<file path="src/rtl/ifu_fetch_pkg.sv">
// Shared constants and types for the ifu_fetch instruction fetch front end.
package ifu_fetch_pkg;

  localparam int unsigned GRLEN = 32;
  localparam logic [GRLEN-1:0] INST_BYTES = 32'd4;

  typedef enum logic [1:0] {
    IFU_IDLE = 2'd0,
    IFU_REQ  = 2'd1,
    IFU_DROP = 2'd2
  } ifu_state_e;

  typedef struct packed {
    logic [GRLEN-1:0] pc;
    logic [GRLEN-1:0] inst;
  } fq_entry_t;

endpackage

</file>
<file path="src/rtl/ifu_fetch_queue.sv">
// fetch_queue: small synchronous FIFO with flush; head entry visible combinationally.
module fetch_queue #(
  parameter int unsigned WIDTH = 64,
  parameter int unsigned DEPTH = 4
) (
  input  logic                     clk,
  input  logic                     resetn,
  input  logic                     push,
  input  logic [WIDTH-1:0]         push_data,
  input  logic                     pop,
  input  logic                     flush,
  output logic [$clog2(DEPTH):0]   count,
  output logic [WIDTH-1:0]         head
);

  localparam int unsigned AW = $clog2(DEPTH);
  localparam logic [AW:0] FULL = (AW+1)'(DEPTH);

  logic [WIDTH-1:0] mem [DEPTH];
  logic [AW-1:0]    wptr;
  logic [AW-1:0]    rptr;
  logic             do_push;
  logic             do_pop;

  assign do_push = push && !flush;
  assign do_pop  = pop && (count != '0) && !flush;
  assign head    = mem[rptr];

  always_ff @(posedge clk or negedge resetn) begin
    if (!resetn) begin
      for (int unsigned i = 0; i < DEPTH; i++) mem[i] <= '0;
      wptr  <= '0;
      rptr  <= '0;
      count <= '0;
    end else if (flush) begin
      wptr  <= '0;
      rptr  <= '0;
      count <= '0;
    end else begin
      if (do_push) begin
        mem[wptr] <= push_data;
        wptr      <= wptr + 1'b1;
      end
      if (do_pop) rptr <= rptr + 1'b1;
      case ({do_push, do_pop})
        2'b10:   count <= count + 1'b1;
        2'b01:   count <= count - 1'b1;
        default: count <= count;
      endcase
    end
  end

`ifndef SYNTHESIS
  a_no_push_full: assert property (@(posedge clk) disable iff (!resetn)
    !(push && !flush && count == FULL));
`endif

endmodule

</file>
<file path="src/rtl/ifu_fetch.sv">
// ifu_fetch: fetch PC, single-outstanding bus request FSM and redirect handling.
// Optional perf counters are enabled by defining IFU_PERF_CNT_EN.
module ifu_fetch
  import ifu_fetch_pkg::*;
#(
  parameter logic [GRLEN-1:0] RESET_PC = 32'h0000_0000,
  parameter int unsigned      FQ_DEPTH = 4
) (
  input  logic             clk,
  input  logic             resetn,
  output logic             inst_req,
  output logic [GRLEN-1:0] inst_addr,
  input  logic             inst_valid,
  input  logic [GRLEN-1:0] inst_rdata,
  input  logic             redirect_valid,
  input  logic [GRLEN-1:0] redirect_pc,
  output logic             fe_valid,
  output logic [GRLEN-1:0] fe_pc,
  output logic [GRLEN-1:0] fe_inst,
  input  logic             fe_ready
`ifdef IFU_PERF_CNT_EN
  ,
  output logic [31:0]      perf_fetch_cnt,
  output logic [31:0]      perf_drop_cnt
`endif
);

  localparam int unsigned CW = $clog2(FQ_DEPTH) + 1;
  localparam logic [CW-1:0] FQ_FULL = CW'(FQ_DEPTH);
  localparam logic [CW-1:0] FQ_LAST = CW'(FQ_DEPTH - 1);

  ifu_state_e       state;
  logic [GRLEN-1:0] fetch_pc;
  logic [GRLEN-1:0] req_addr;
  logic [CW-1:0]    count;
  logic [CW-1:0]    count_after_pop;
  fq_entry_t        head;
  fq_entry_t        push_entry;
  logic             pop;
  logic             push;
  logic             drop;

  assign fe_valid        = (count != '0);
  assign fe_pc           = head.pc;
  assign fe_inst         = head.inst;
  assign inst_addr       = req_addr;
  assign pop             = fe_valid && fe_ready && !redirect_valid;
  assign count_after_pop = count - {{(CW-1){1'b0}}, pop};
  assign push            = (state == IFU_REQ) && inst_valid && !redirect_valid;
  assign drop            = inst_valid &&
                           (((state == IFU_REQ) && redirect_valid) || (state == IFU_DROP));
  assign push_entry      = '{pc: req_addr, inst: inst_rdata};

  fetch_queue #(
    .WIDTH (2*GRLEN),
    .DEPTH (FQ_DEPTH)
  ) u_fq (
    .clk       (clk),
    .resetn    (resetn),
    .push      (push),
    .push_data (push_entry),
    .pop       (pop),
    .flush     (redirect_valid),
    .count     (count),
    .head      (head)
  );

  always_ff @(posedge clk or negedge resetn) begin
    if (!resetn) begin
      state    <= IFU_IDLE;
      fetch_pc <= RESET_PC;
      req_addr <= RESET_PC;
      inst_req <= 1'b0;
    end else begin
      if (redirect_valid) fetch_pc <= redirect_pc;
      unique case (state)
        IFU_IDLE: begin
          // A redirect flushes the queue, so a slot is guaranteed this cycle.
          if (redirect_valid || (count_after_pop < FQ_FULL)) begin
            state    <= IFU_REQ;
            inst_req <= 1'b1;
            req_addr <= redirect_valid ? redirect_pc : fetch_pc;
          end
        end
        IFU_REQ: begin
          if (redirect_valid) begin
            // An issued request cannot be retracted: wait for its data in DROP.
            if (inst_valid) req_addr <= redirect_pc;
            else            state    <= IFU_DROP;
          end else if (inst_valid) begin
            fetch_pc <= req_addr + INST_BYTES;
            if (count_after_pop < FQ_LAST) begin
              req_addr <= req_addr + INST_BYTES;
            end else begin
              state    <= IFU_IDLE;
              inst_req <= 1'b0;
            end
          end
        end
        IFU_DROP: begin
          if (inst_valid) begin
            state    <= IFU_REQ;
            req_addr <= redirect_valid ? redirect_pc : fetch_pc;
          end
        end
        default: begin
          state    <= IFU_IDLE;
          inst_req <= 1'b0;
        end
      endcase
    end
  end

`ifdef IFU_PERF_CNT_EN
  always_ff @(posedge clk or negedge resetn) begin
    if (!resetn) begin
      perf_fetch_cnt <= '0;
      perf_drop_cnt  <= '0;
    end else begin
      if (push) perf_fetch_cnt <= perf_fetch_cnt + 1'b1;
      if (drop) perf_drop_cnt  <= perf_drop_cnt + 1'b1;
    end
  end
`endif

`ifndef SYNTHESIS
  a_no_rsp_idle: assert property (@(posedge clk) disable iff (!resetn)
    !((state == IFU_IDLE) && inst_valid));
`endif

endmodule

</file>
<file path="config.mk">
export PLATFORM = sky130hd
export DESIGN_NAME = ifu_fetch
export DESIGN_NICKNAME = d
export VERILOG_FILES = /design/src/rtl/ifu_fetch_pkg.sv /design/src/rtl/ifu_fetch_queue.sv /design/src/rtl/ifu_fetch.sv
export SDC_FILE = /design/constraint.sdc
export NUM_CORES = 1
export LEC_CHECK = 0
export ABC_AREA = 0
export ABC_CLOCK_PERIOD_IN_PS = 4800
export BUFFER_PORTS_ARGS = -buffer_cell sky130_fd_sc_hd__buf_4
export CAP_MARGIN = 20
export CORE_MARGIN = 2
export CORE_UTILIZATION = 64
export DETAILED_ROUTE_END_ITERATION = 8
export PLACE_DENSITY_LB_ADDON = 0.05
export SYNTH_ARGS = -nofsm -noshare
export SYNTH_HDL_FRONTEND = slang
export SYNTH_SLANG_ARGS = --single-unit
export TNS_END_PERCENT = 10
</file>
<file path="constraint.sdc">
create_clock -name clk -period 4.8 [get_ports clk]
set_input_delay 0.48 -clock clk [delete_from_list [all_inputs] [get_ports clk]]
set_output_delay 0.48 -clock clk [all_outputs]
set_load 0.03 [all_outputs]
</file>
; ---- After elaboration in Yosys (flattened, before gate mapping)
; Index checks and enable logic that the tools add are counted.
[op_classes]
n_mux = 35
n_reduce_logical = 20
bitwise_logic = 4
n_eq_ne = 13
n_addsub = 6
n_lt_le_gt_ge = 5
[ops]
columns = operator, count
row1 = two-way mux 32 bit, 10
row2 = bitwise mux 256 bit, 1
row3 = two-way mux 64 bit, 3
row4 = binary-select mux 64 bit (select 2 bit), 1
row5 = demux 64 bit (select 2 bit), 1
row6 = case mux 32 bit (3 select lines), 1
row7 = adder 32 x 3 -> 32 bit (second input constant), 1
row8 = two-way mux 2 bit, 10
row9 = AND reduction 5 bit, 3
row10 = != test 2 bit (second input constant), 5
row11 = != test 3 bit (second input constant), 3
row12 = nonzero test 3 bit, 3
row13 = logical AND 1 bit, 8
row14 = >= comparator 3 bit (second input constant), 2
row15 = inverter 2 -> 3 bit, 2
row16 = case mux 2 bit (3 select lines), 1
row17 = case mux 3 bit (2 select lines), 1
row18 = adder 2 x 1 -> 2 bit (second input constant), 2
row19 = equality test 2 x 1 -> 1 bit (second input constant), 2
row20 = equality test 2 bit (second input constant), 2
row21 = two-way mux 1 bit, 4
row22 = nonzero test 2 bit, 2
row23 = adder 3 x 1 -> 3 bit (second input constant), 1
row24 = less-than comparator 3 x 1 -> 1 bit (second input constant), 1
row25 = other kinds (12), 13
[word_totals]
register_bits = 330
word_cells = 94

; ---- Logic depth before layout (Yosys ltp)
; Gate-level depths: netlist (run 1).
[depth]
depth_word = 9
ltp_mapped = 13
mapped_depth_nobuf = 9

; ---- Hierarchy
; From an unflattened synthesis (run 1), not the netlist that was laid out.
[hier_totals]
hier_cells = 1149
area_unflattened_um2 = 17021.3
[by_module_without_submodules]
columns = mod, area_each_um2, cells_each, n_inst, seq_area_each_um2
row1 = fetch_queue, 12763.5, 666, 1, 6581.3
row2 = ifu_fetch, 4257.8, 483, 1, 1676.6

; ---- Worst setup path before layout (run 1)
; OpenSTA, ideal clock, no wires.
[synth_timing]
kind = input to register
from = in redirect_valid
to = reg req_addr[18] (netlist: inst_addr[18])
setup_slack_ns = 1.602
stages = 13
t_arrival_ns = 3.064
required_time_ns = 4.666
cell_sequence = clkbuf_1 -> clkbuf_1 -> clkbuf_1 -> nor2_1 -> ha_1 -> ha_1 -> xor2_1 -> a221o_1 -> a22o_1 -> buf_2 -> buf_2 -> o21ai_0 -> o21ai_0
[synth_via]
elab_chain_cells = 7
[synth_lines]
columns = element, line
row1 = from (decl), ifu_fetch.sv:15  ; input logic redirect_valid,
row2 = logical NOT 1 bit, ifu_fetch.sv:47  ; assign pop = fe_valid && fe_ready && !redirect_valid;
row3 = logical AND 1 bit, ifu_fetch.sv:47
row4 = subtractor 3 x 1 -> 3 bit, ifu_fetch.sv:48  ; assign count_after_pop = count - {{(CW-1){1'b0}}, pop};
row5 = less-than comparator 3 bit, ifu_fetch.sv:79  ; if (redirect_valid || (count_after_pop < FQ_FULL)) begin
row6 = logical OR 1 bit, ifu_fetch.sv:79
row7 = != test 2 bit (no line), -
row8 = AND reduction 5 bit (no line), -
row9 = to (signal assigned), ifu_fetch.sv:82  ; req_addr <= redirect_valid ? redirect_pc : fetch_pc;
row10 = to (signal assigned), ifu_fetch.sv:88  ; if (inst_valid) req_addr <= redirect_pc;
row11 = to (signal assigned), ifu_fetch.sv:93  ; req_addr <= req_addr + INST_BYTES;
row12 = to (decl), ifu_fetch.sv:34  ; logic [GRLEN-1:0] req_addr;
; Parallel ways exist; a longest one is shown, timed or not. The select of a mux whose other input is x is not followed.
; A chain may end at the register's enable or synchronous reset.

; ---- Worst setup path in the final report (run 1)
[layout_timing]
from = reg u_fq.count[0]
to = reg req_addr[22] (netlist: inst_addr[22])
[layout_via]
elab_chain_cells = 8
[layout_lines]
columns = element, line
row1 = from (decl), ifu_fetch_queue.sv:12  ; output logic [$clog2(DEPTH):0] count,
row2 = from (signal assigned), ifu_fetch_queue.sv:46  ; 2'b10: count <= count + 1'b1;
row3 = from (signal assigned), ifu_fetch_queue.sv:47  ; 2'b01: count <= count - 1'b1;
row4 = from (signal assigned), ifu_fetch_queue.sv:48  ; default: count <= count;
row5 = nonzero test 3 bit, ifu_fetch.sv:43  ; assign fe_valid = (count != '0);
row6 = logical AND 1 bit (2 in a row), ifu_fetch.sv:47
row7 = subtractor 3 x 1 -> 3 bit *, ifu_fetch.sv:48
row8 = less-than comparator 3 bit, ifu_fetch.sv:79
row9 = logical OR 1 bit, ifu_fetch.sv:79
row10 = != test 2 bit (no line), -
row11 = AND reduction 5 bit (no line) *, -
; Mark *: on every way between the ends. The rest lies on a longest branch, timed or not.

==> results of run 1 <==
[final cells by class]
class                      instances  area, um2  area share, %
clock buffer                      52       1090           5.97
clock inverter                    12        143          0.780
inverter                          18       67.6          0.369
multi-input combinational        748       6940           37.9
sequential                       330       8270           45.2
tap                              324        405           2.22
timing repair buffer             181       1380           7.54
[per-stage QoR]
step | hold slack [ns] | power (mW) | cells | area (um2) | utilization (%)
4_1_cts | 0.0496 | 12.9 | 1665 | 18300 | 75.7
3_3_place_gp | 0.468 | 9.81 | 1601 | 17100 | 70.6
6_report | 0.0143 | 12.8 | 1665 | 18300 | 75.7
2_1_floorplan | 0.184 | 8.30 | 1198 | 15700 | -
5_1_grt | 0.0773 | 13.5 | 1665 | 18300 | 75.7
3_5_place_dp | 0.477 | 9.99 | 1601 | 17100 | 70.6
[power breakdown]
group / internal, mW / total (mW) / switching, mW
clock: 1.74 / 2.83 / 1.09
sequential: 3.84 / 4.90 / 1.07
combinational: 2.46 / 5.06 / 2.60
total: 8.04 / 12.8 / 4.76
[cells by family (layout without fill, tap and decap cells)]
family | count (synthesis) | count (layout) | synth area share [%]
flip-flops | 330 | 330 | 52.6
multiplexers | 323 | 323 | 27.7
AO/OA/AOI/OAI | 199 | 199 | 8.09
AND/OR/NAND/NOR | 195 | 195 | 6.21
buffers and inverters | 120 | 263 | 3.40
XOR/XNOR | 23 | 23 | 1.28
adder cells (fa/ha/maj) | 8 | 8 | 0.685
[cell usage after synthesis, types with 9 or more instances]
cell type | number | share of area, %
sky130_fd_sc_hd__and3_1 | 11 | 0.44
sky130_fd_sc_hd__mux4_2 | 64 | 9.2
sky130_fd_sc_hd__nor2_1 | 46 | 1.1
sky130_fd_sc_hd__o31a_1 | 13 | 0.73
sky130_fd_sc_hd__dfrtp_1 | 330 | 53
sky130_fd_sc_hd__inv_1 | 17 | 0.41
sky130_fd_sc_hd__a31oi_1 | 10 | 0.40
sky130_fd_sc_hd__nand3_1 | 19 | 0.61
sky130_fd_sc_hd__mux2_1 | 27 | 1.9
sky130_fd_sc_hd__mux2_2 | 229 | 16
sky130_fd_sc_hd__nor3_1 | 14 | 0.45
sky130_fd_sc_hd__a22o_1 | 10 | 0.56
sky130_fd_sc_hd__a21oi_1 | 38 | 1.2
sky130_fd_sc_hd__buf_2 | 39 | 1.2
sky130_fd_sc_hd__clkbuf_1 | 44 | 1.1
sky130_fd_sc_hd__xnor2_1 | 16 | 0.89
sky130_fd_sc_hd__buf_1 | 10 | 0.24
sky130_fd_sc_hd__o21ai_0 | 67 | 2.1
sky130_fd_sc_hd__nand2_1 | 64 | 1.5
sky130_fd_sc_hd__o22ai_1 | 11 | 0.44
sky130_fd_sc_hd__a22oi_1 | 9 | 0.43
[routing by layer]
metal / GRT usage [%] / vias up
met5: 0 / -
met3: 4.16 / 46
met1: 40.9 / 5344
li1: - / 4652
met4: 5.86 / 0
met2: 46.8 / 394
[worst min-delay path by stage]
stage	start	to	slack [ns]	cells past startpoint
after CTS	resetn	u_fq.mem[157]	0.05	1
final	resetn	u_fq.mem[157]	0.01	1
after floorplan	resetn	fetch_pc[0]	0.18	0
after global placement	u_fq.mem[73]	u_fq.mem[73]	0.47	1
after detailed placement	u_fq.mem[102]	u_fq.mem[102]	0.48	1
after global routing	resetn	u_fq.mem[157]	0.08	1
[registers in the layout (all words and copies together) (netlist names)]
signal,flops
u_fq.rptr,2
inst_req,1
state,2
u_fq.wptr,2
fetch_pc,32
u_fq.mem,256
u_fq.count,3
inst_addr,32
==> flow_summary.rst, run 1 <==
.. list-table::
   :header-rows: 1

   * - Metric
     - Value
   * - Part of the Yosys area used for sequential elements
     - 52.6%
   * - Critical path arrival
     - 3.80 ns
   * - Wire length the detailed router placed on met1
     - 15300 um
   * - Cell Area, Synth
     - 15700 um2
   * - Maximum clock rate
     - 295 MHz
   * - Filler Cell Count
     - 1531
   * - Final worst slack
     - 1.41 ns
   * - Transition at the pin with the smallest max-transition slack
     - 1.12 ns
   * - Number of design-rule violations left by the first detailed-router iteration
     - 737
   * - Net count of the mapped netlist
     - 1275
   * - Sort of element at the start of the critical path
     - flop
   * - Cell seen most often among critical-path stages
     - sky130_fd_sc_hd__ha_1
   * - Final cycle utilization of the critical path
     - 70.7%
   * - Yosys Warn Count
     - 0
   * - Vias in the first global route
     - 10700
   * - Vias per inst
     - 6.27
   * - Slack of the worst reg-to-reg path
     - 1.41 ns
   * - Routability congestion estimate
     - 0.856
   * - Worst-path cell chain
     - o31ai_1, nor2_1, ha_1, ha_1, xor2_1, a221o_1, a22oi_2, buf_4, o21ai_0, a22o_1
   * - Floorplan die width
     - 161 um
   * - CTS sink count
     - 330
   * - Max-capacitance violation count
     - 0
   * - Number of synthesized flops with an enable pin
     - 0
   * - Maximum number of pins on one net before global-route repair
     - 109
   * - Final worst path period need
     - 3.39 ns
   * - RSZ-0062 raised after global routing
     - false
   * - Die H
     - 161 um
   * - Met2 routed wirelength
     - 17400 um
   * - Die Footprint
     - 25800 um2
   * - Headroom to the max-slew limit
     - 25.4%
   * - Starting density of the core
     - 64.9%
   * - Clock latency on the worst-skew pair
     - 0.52 ns
   * - Number of unique standard cell types used by synthesis
     - 65
   * - Maximum fanout count along the critical path
     - 11
   * - Startpoint of the lowest-slack register-to-register path
     - u_fq.count[0]
   * - WS Path Type
     - reg -> reg
   * - First-pass DRT Iterations
     - 5
   * - Initial antenna violation count
     - 0
   * - Worst reg2reg endpoint
     - inst_addr[22]
   * - Leading register cell type out of synthesis
     - sky130_fd_sc_hd__dfrtp_1
   * - Register clock-pin slew on the reported worst setup and hold paths
     - 0.06 ns
   * - Run status
     - complete, no violations
   * - Critical path endpoint category
     - flop
   * - Path category of the worst min-delay check
     - in -> async
   * - Final routed wire length divided by cell count
     - 21.4 um
   * - Setup Buffers After CTS
     - 0
   * - Setup TNS
     - 0 ns
   * - Number of top-level pins
     - 167
   * - Worst path depth
     - 10
   * - CTS tree
     - yes
   * - Critical path buffer and inverter count
     - 1
   * - GRT Residual Overflow
     - 0
   * - Commonest cells after routing, fill and taps aside
     - sky130_fd_sc_hd__dfrtp_1, sky130_fd_sc_hd__mux2_2, sky130_fd_sc_hd__buf_4, sky130_fd_sc_hd__o21ai_0, sky130_fd_sc_hd__mux4_2
   * - Total via count after detailed routing
     - 10400
   * - Number of hold buffers added after CTS
     - 0
   * - Library cell contributing the largest single delay on the critical path
     - sky130_fd_sc_hd__o31ai_1
   * - Residual antenna-violating net count after detailed routing
     - 0
   * - Cts repair resizes
     - 0
   * - Mean cell area of the mapped netlist
     - 13.1 um2
   * - Final setup skew
     - 0.0120 ns
   * - Leakage power
     - 8.44 nW
   * - Global-route wire length before repair
     - 58300 um
   * - Crit path launch
     - u_fq.count[0]
   * - Post-synth ARST share
     - 100%
   * - VDD IR max
     - 0.383 mV
   * - Syn Inst Count
     - 1198
   * - Final Hold Fails
     - 0
   * - Cell area power density
     - 699 nW/um2
   * - Area growth, synth to finish
     - 16.5%
   * - All-layer global routing usage
     - 28.3%
   * - Flip-flop and latch count after synthesis
     - 330
   * - Number of clock buffers inserted by TritonCTS
     - 36
   * - Root buf cell
     - sky130_fd_sc_hd__clkbuf_16
   * - Layout cell share with drive strength beyond 1
     - 41.5%
   * - Endpoint required time on the critical path
     - 5.21 ns
   * - Met3 wire length
     - 2420 um
   * - Number of rows created at floorplan
     - 57
   * - Number of inserted diodes
     - 0
   * - Number of setup violations in the final report
     - 0
   * - Critical path capture point
     - inst_addr[22]
   * - Most common cell after layout, fill and taps aside
     - sky130_fd_sc_hd__dfrtp_1
   * - Depth of the worst register-to-register path
     - 10
   * - Port Buf Inserts
     - 166
   * - Setup slack after placement
     - 1.43 ns
   * - Hpwl dp
     - 21400 um
   * - Depth of the CTS H-tree
     - 2
   * - Top metal layer carrying routed signals
     - met4
   * - Post-detailed-routing wire length
     - 35700 um
   * - Net count, final
     - 1392
   * - Maximum root-to-sink buffer count
     - 3
   * - Final number of max-transition violations
     - 0
   * - Residual DRC
     - 0
   * - Category of cells accounting for the largest share of critical-path delay
     - compound AO/OA/AOI/OAI gates
   * - Delay contributed by the slowest stage of the critical path
     - 0.66 ns
   * - Core box area
     - 24200 um2
No activity file was read; power rests on OpenSTA's default activity.
==> inputs of run 2 (changes only) <==
- ABC_AREA: 0 -> 1
- ABC_CLOCK_PERIOD_IN_PS: 4800 -> 3250
- CORE_UTILIZATION: 64 -> 59
- clock period: 4.8 -> 3.25 ns (I/O delays scaled with it)
==> flow_summary.rst, run 2 <==
.. list-table::
   :header-rows: 1

   * - Metric
     - Value
   * - Run status
     - complete, no violations
   * - Initial antenna violation count
     - 0 (unchanged)
   * - Clock power share
     - 22.3% (+0.2 points)
   * - Max FFs per register
     - 256 (unchanged)
   * - CTS tree
     - yes
   * - Met2 routed wirelength
     - 18600 um (+6.6%)
   * - Final worst path period need
     - 2.74 ns (-0.654 ns)
   * - Hpwl dp
     - 25400 um (+19%)
   * - Post-detailed-routing wire length
     - 40300 um (+13%)
   * - Setup TNS
     - 0 ns (unchanged)
   * - Residual DRC
     - 0 (unchanged)
   * - Headroom to the max-slew limit
     - 36.2% (+11 points)
   * - Starting density of the core
     - 59.7% (-5.2 points)
   * - Net count of the mapped netlist
     - 2012 (+58%)
   * - Sw Share
     - 42.0% (+4.8 points)
   * - Maximum number of pins on one net before global-route repair
     - 129 (+18%)
   * - Internal power contribution
     - 10.8 mW (+35%)
   * - First-pass DRT Iterations
     - 6 (+1)
   * - CTS sink count
     - 330 (unchanged)
   * - Fin cells
     - 2407 (+45%)
   * - Library cell contributing the largest single delay on the critical path
     - sky130_fd_sc_hd__dfrtp_1
   * - Capture endpoint of the worst hold path
     - fetch_pc[8]
   * - Register clock-pin slew on the reported worst setup and hold paths
     - 0.05 ns (about the same)
   * - Setup Buffers After CTS
     - 0 (unchanged)
   * - Net count, final
     - 2118 (+52%)
   * - Most common cell after layout, fill and taps aside
     - sky130_fd_sc_hd__nand2_1
   * - Cell Area, Synth
     - 16000 um2 (+1.9%)
   * - Total via count after detailed routing
     - 13600 (+31%)
   * - Final cycle utilization of the critical path
     - 84.2% (+14 points)
   * - Final Hold Fails
     - 0 (unchanged)
   * - Slack of the worst reg-to-reg path
     - 0.51 ns (-0.90 ns)
   * - Wire length the detailed router placed on met1
     - 18300 um (+20%)
   * - Logic pwr share
     - 41.9% (+2.3 points)
   * - Max-capacitance violation count
     - 0 (unchanged)
   * - Core box area
     - 26800 um2 (+11%)
   * - Worst reg2reg endpoint
     - inst_addr[19]
   * - Launch point of the worst hold path
     - inst_valid
   * - Number of clock buffers inserted by TritonCTS
     - 37 (+2.8%)
   * - Top post-synthesis cells by count
     - sky130_fd_sc_hd__nand2_1, sky130_fd_sc_hd__dfrtp_1, sky130_fd_sc_hd__nor2_1
   * - Critical path arrival
     - 3.18 ns (-0.62 ns)
   * - Min-Delay Path Depth
     - 2
   * - Hold WS
     - 0.0634 ns (+0.0491 ns)
   * - Root buf cell
     - sky130_fd_sc_hd__clkbuf_16
   * - GRT Residual Overflow
     - 0 (unchanged)
   * - Yosys Warn Count
     - 0 (unchanged)
   * - Biggest register
     - u_fq.mem
   * - Vias per inst
     - 5.67 (-9.6%)
   * - Path category of the worst min-delay check
     - in -> reg
   * - Number of rows created at floorplan
     - 60 (+5.3%)
   * - RSZ-0062 raised after global routing
     - false
   * - Depth of the worst register-to-register path
     - 13 (+3)
   * - Sequential share of power
     - 35.8% (-2.5 points)
   * - All-layer global routing usage
     - 28.5% (+0.13 points)
   * - Final worst slack
     - 0.513 ns (-0.896 ns)
   * - Synth top area share
     - 51.6% (-1.0 points)
   * - Die H
     - 169 um (+5.0%)
   * - Endpoint required time on the critical path
     - 3.69 ns (-1.52 ns)
   * - Number of design-rule violations left by the first detailed-router iteration
     - 1256 (+70%)
   * - Top metal layer carrying routed signals
     - met4
   * - Die Footprint
     - 28500 um2 (+10%)
   * - DP Cell Count
     - 2342 (+46%)
   * - Final routed wire length divided by cell count
     - 16.8 um (-22%)
   * - Most frequent cell after synthesis
     - sky130_fd_sc_hd__nand2_1
   * - Finished Cell Area
     - 18300 um2 (+0.27%)
   * - Worst-path cell chain
     - inv_1, nand3_1, nand2_1, nor2_1, ha_1, ha_1, xnor2_1, o21ai_0, nand2_2, nand3_4, inv_4, nor2_1, a21oi_1
   * - Met3 wire length
     - 2510 um (+3.8%)
   * - Commonest cells after routing, fill and taps aside
     - sky130_fd_sc_hd__nand2_1, sky130_fd_sc_hd__dfrtp_1, sky130_fd_sc_hd__nor2_1, sky130_fd_sc_hd__o21ai_1, sky130_fd_sc_hd__o21ai_0
   * - Critical path endpoint category
     - flop
   * - Residual antenna-violating net count after detailed routing
     - 0 (unchanged)
   * - Layout cell share with drive strength beyond 1
     - 14.3% (-27 points)
   * - Largest cells by area after synthesis
     - sky130_fd_sc_hd__dfrtp_1, sky130_fd_sc_hd__nand2_1, sky130_fd_sc_hd__o21ai_1
   * - Delay contributed by the slowest stage of the critical path
     - 0.42 ns (-0.24 ns)
   * - Leading register cell type out of synthesis
     - sky130_fd_sc_hd__dfrtp_1
   * - Leakage power
     - 9.01 nW (+6.8%)
   * - Setup slack after placement
     - 0.584 ns (-0.843 ns)
   * - WS Path Type
     - reg -> reg
   * - Clock latency on the worst-skew pair
     - 0.52 ns (about the same)
   * - Port Buf Inserts
     - 166 (unchanged)
   * - Number of synthesized flops with an enable pin
     - 0 (unchanged)
   * - Number of setup violations in the final report
     - 0 (unchanged)
   * - Maximum root-to-sink buffer count
     - 3 (unchanged)
   * - Transition at the pin with the smallest max-transition slack
     - 0.956 ns (-0.163 ns)
   * - Maximum clock rate
     - 365 MHz (+24%)
   * - Vias in the first global route
     - 13000 (+21%)
   * - Number of unique standard cell types used by synthesis
     - 38 (-42%)
   * - VDD IR max
     - 0.589 mV (+54%)
   * - Mean cell area of the mapped netlist
     - 8.27 um2 (-37%)
   * - Sort of element at the start of the critical path
     - flop
   * - Final setup skew
     - 0.0218 ns (+0.00987 ns)
   * - Depth of the CTS H-tree
     - 2 (unchanged)
   * - Number of inserted diodes
     - 0 (unchanged)
   * - Dominant cell type by area after synthesis
     - sky130_fd_sc_hd__dfrtp_1
   * - Part of the Yosys area used for sequential elements
     - 51.6% (-1.0 points)
   * - Final number of max-transition violations
     - 0 (unchanged)
   * - Area growth, synth to finish
     - 14.6%
   * - Routability congestion estimate
     - 0.910 (+6.4%)
   * - Number of top-level pins
     - 167 (unchanged)
   * - Startpoint of the lowest-slack register-to-register path
     - u_fq.count[2]
   * - Post-synth ARST share
     - 100% (unchanged)
   * - Flip-flop and latch count after synthesis
     - 330 (unchanged)
   * - Cell area power density
     - 1020 nW/um2 (+46%)
   * - Syn Inst Count
     - 1935 (+62%)
   * - Maximum fanout count along the critical path
     - 33 (+22)
   * - Global-route wire length before repair
     - 65800 um (+13%)
   * - Floorplan die width
     - 169 um (+5.0%)
   * - Net switching power
     - 7.85 mW (+65%)
   * - Area of placed instances
     - 17100 um2 (+0.35%)
run 2: cell count changes after synthesis, moves of 64 or more:
cell | before | now
sky130_fd_sc_hd__o21ai_0 | 67 | 176
sky130_fd_sc_hd__inv_1 | 17 | 98
sky130_fd_sc_hd__mux2_2 | 229 | 0
sky130_fd_sc_hd__mux4_2 | 64 | 0
sky130_fd_sc_hd__nor2_1 | 46 | 242
sky130_fd_sc_hd__nand2_1 | 64 | 499
sky130_fd_sc_hd__o21ai_1 | 1 | 227
run 2: through the flow:
step	power [mW]	utilization [%]
floorplan	11.9	-
global placement	14.3	63.9
detailed placement	14.5	63.9
CTS	18.7	68.4
global route	19.9	68.4
finish	18.7	68.4
run 2: worst max path at each step:
stage	start	end	slack (ns)	depth (start not counted)
after floorplan	u_fq.count[2]	inst_addr[8]	0.84	13
after global placement	u_fq.count[2]	inst_addr[23]	0.71	13
after detailed placement	u_fq.count[2]	inst_addr[19]	0.58	13
after CTS	u_fq.count[2]	inst_addr[19]	0.57	13
after global routing	u_fq.count[2]	inst_addr[15]	0.23	13
final	u_fq.count[2]	inst_addr[19]	0.51	13
run 2: kinds of logic (layout without fill, tap and decap cells):
group / count (synthesis) / in the layout / synth area share, %
flip-flops: 330 / 330 / 51.6
adder cells (fa/ha/maj): 8 / 8 / 0.672
XOR/XNOR: 13 / 13 / 0.711
multiplexers: 2 / 2 / 0.125
AO/OA/AOI/OAI: 564 / 564 / 19.2
AND/OR/NAND/NOR: 793 / 793 / 19.6
buffers and inverters: 225 / 356 / 8.04
run 2: power by group through the flow:
stage	Combinational, mW	Clock, mW	Sequential (mW)
after detailed placement	7.80	0	6.71
after global routing	8.60	4.41	6.86
after floorplan	5.12	0	6.79
after CTS	7.84	4.22	6.66
final	7.82	4.16	6.70
after global placement	7.65	0	6.67
run 2: timing repair:
action                                  in CTS  in global routing
endpoints found under the hold margin       86                  0
gates resized for setup                      0                  0
hold buffers                                 1                  0
endpoints found under the setup margin       0                  0
run 2: area by class of cell:
class | count | area [um2]
flip-flops and latches | 330 | 8260
inverters | 104 | 394
clock buffers | 54 | 1080
multi-input cells | 1380 | 6460
repair buffers | 188 | 1580
fillers | 2238 | 8460
clock inverters | 10 | 133
well taps | 341 | 427
run 2: routing by layer:
layer,track usage [%],up-vias
met2,44.8,505
met3,3.53,62
li1,-,6592
met1,41.6,6478
met4,8.88,0
met5,0,-
run 2: worst max-delay path: cells and delay by family (launching register included):
family | cells | cell delay, ns
xor gates and xnor gates | 1 | 0.15
DFF | 1 | 0.42
and+or+nand+nor | 6 | 0.87
AOI/OAI and AO/OA | 2 | 0.27
buffers and inverters | 2 | 0.51
adders and majority gates | 2 | 0.43
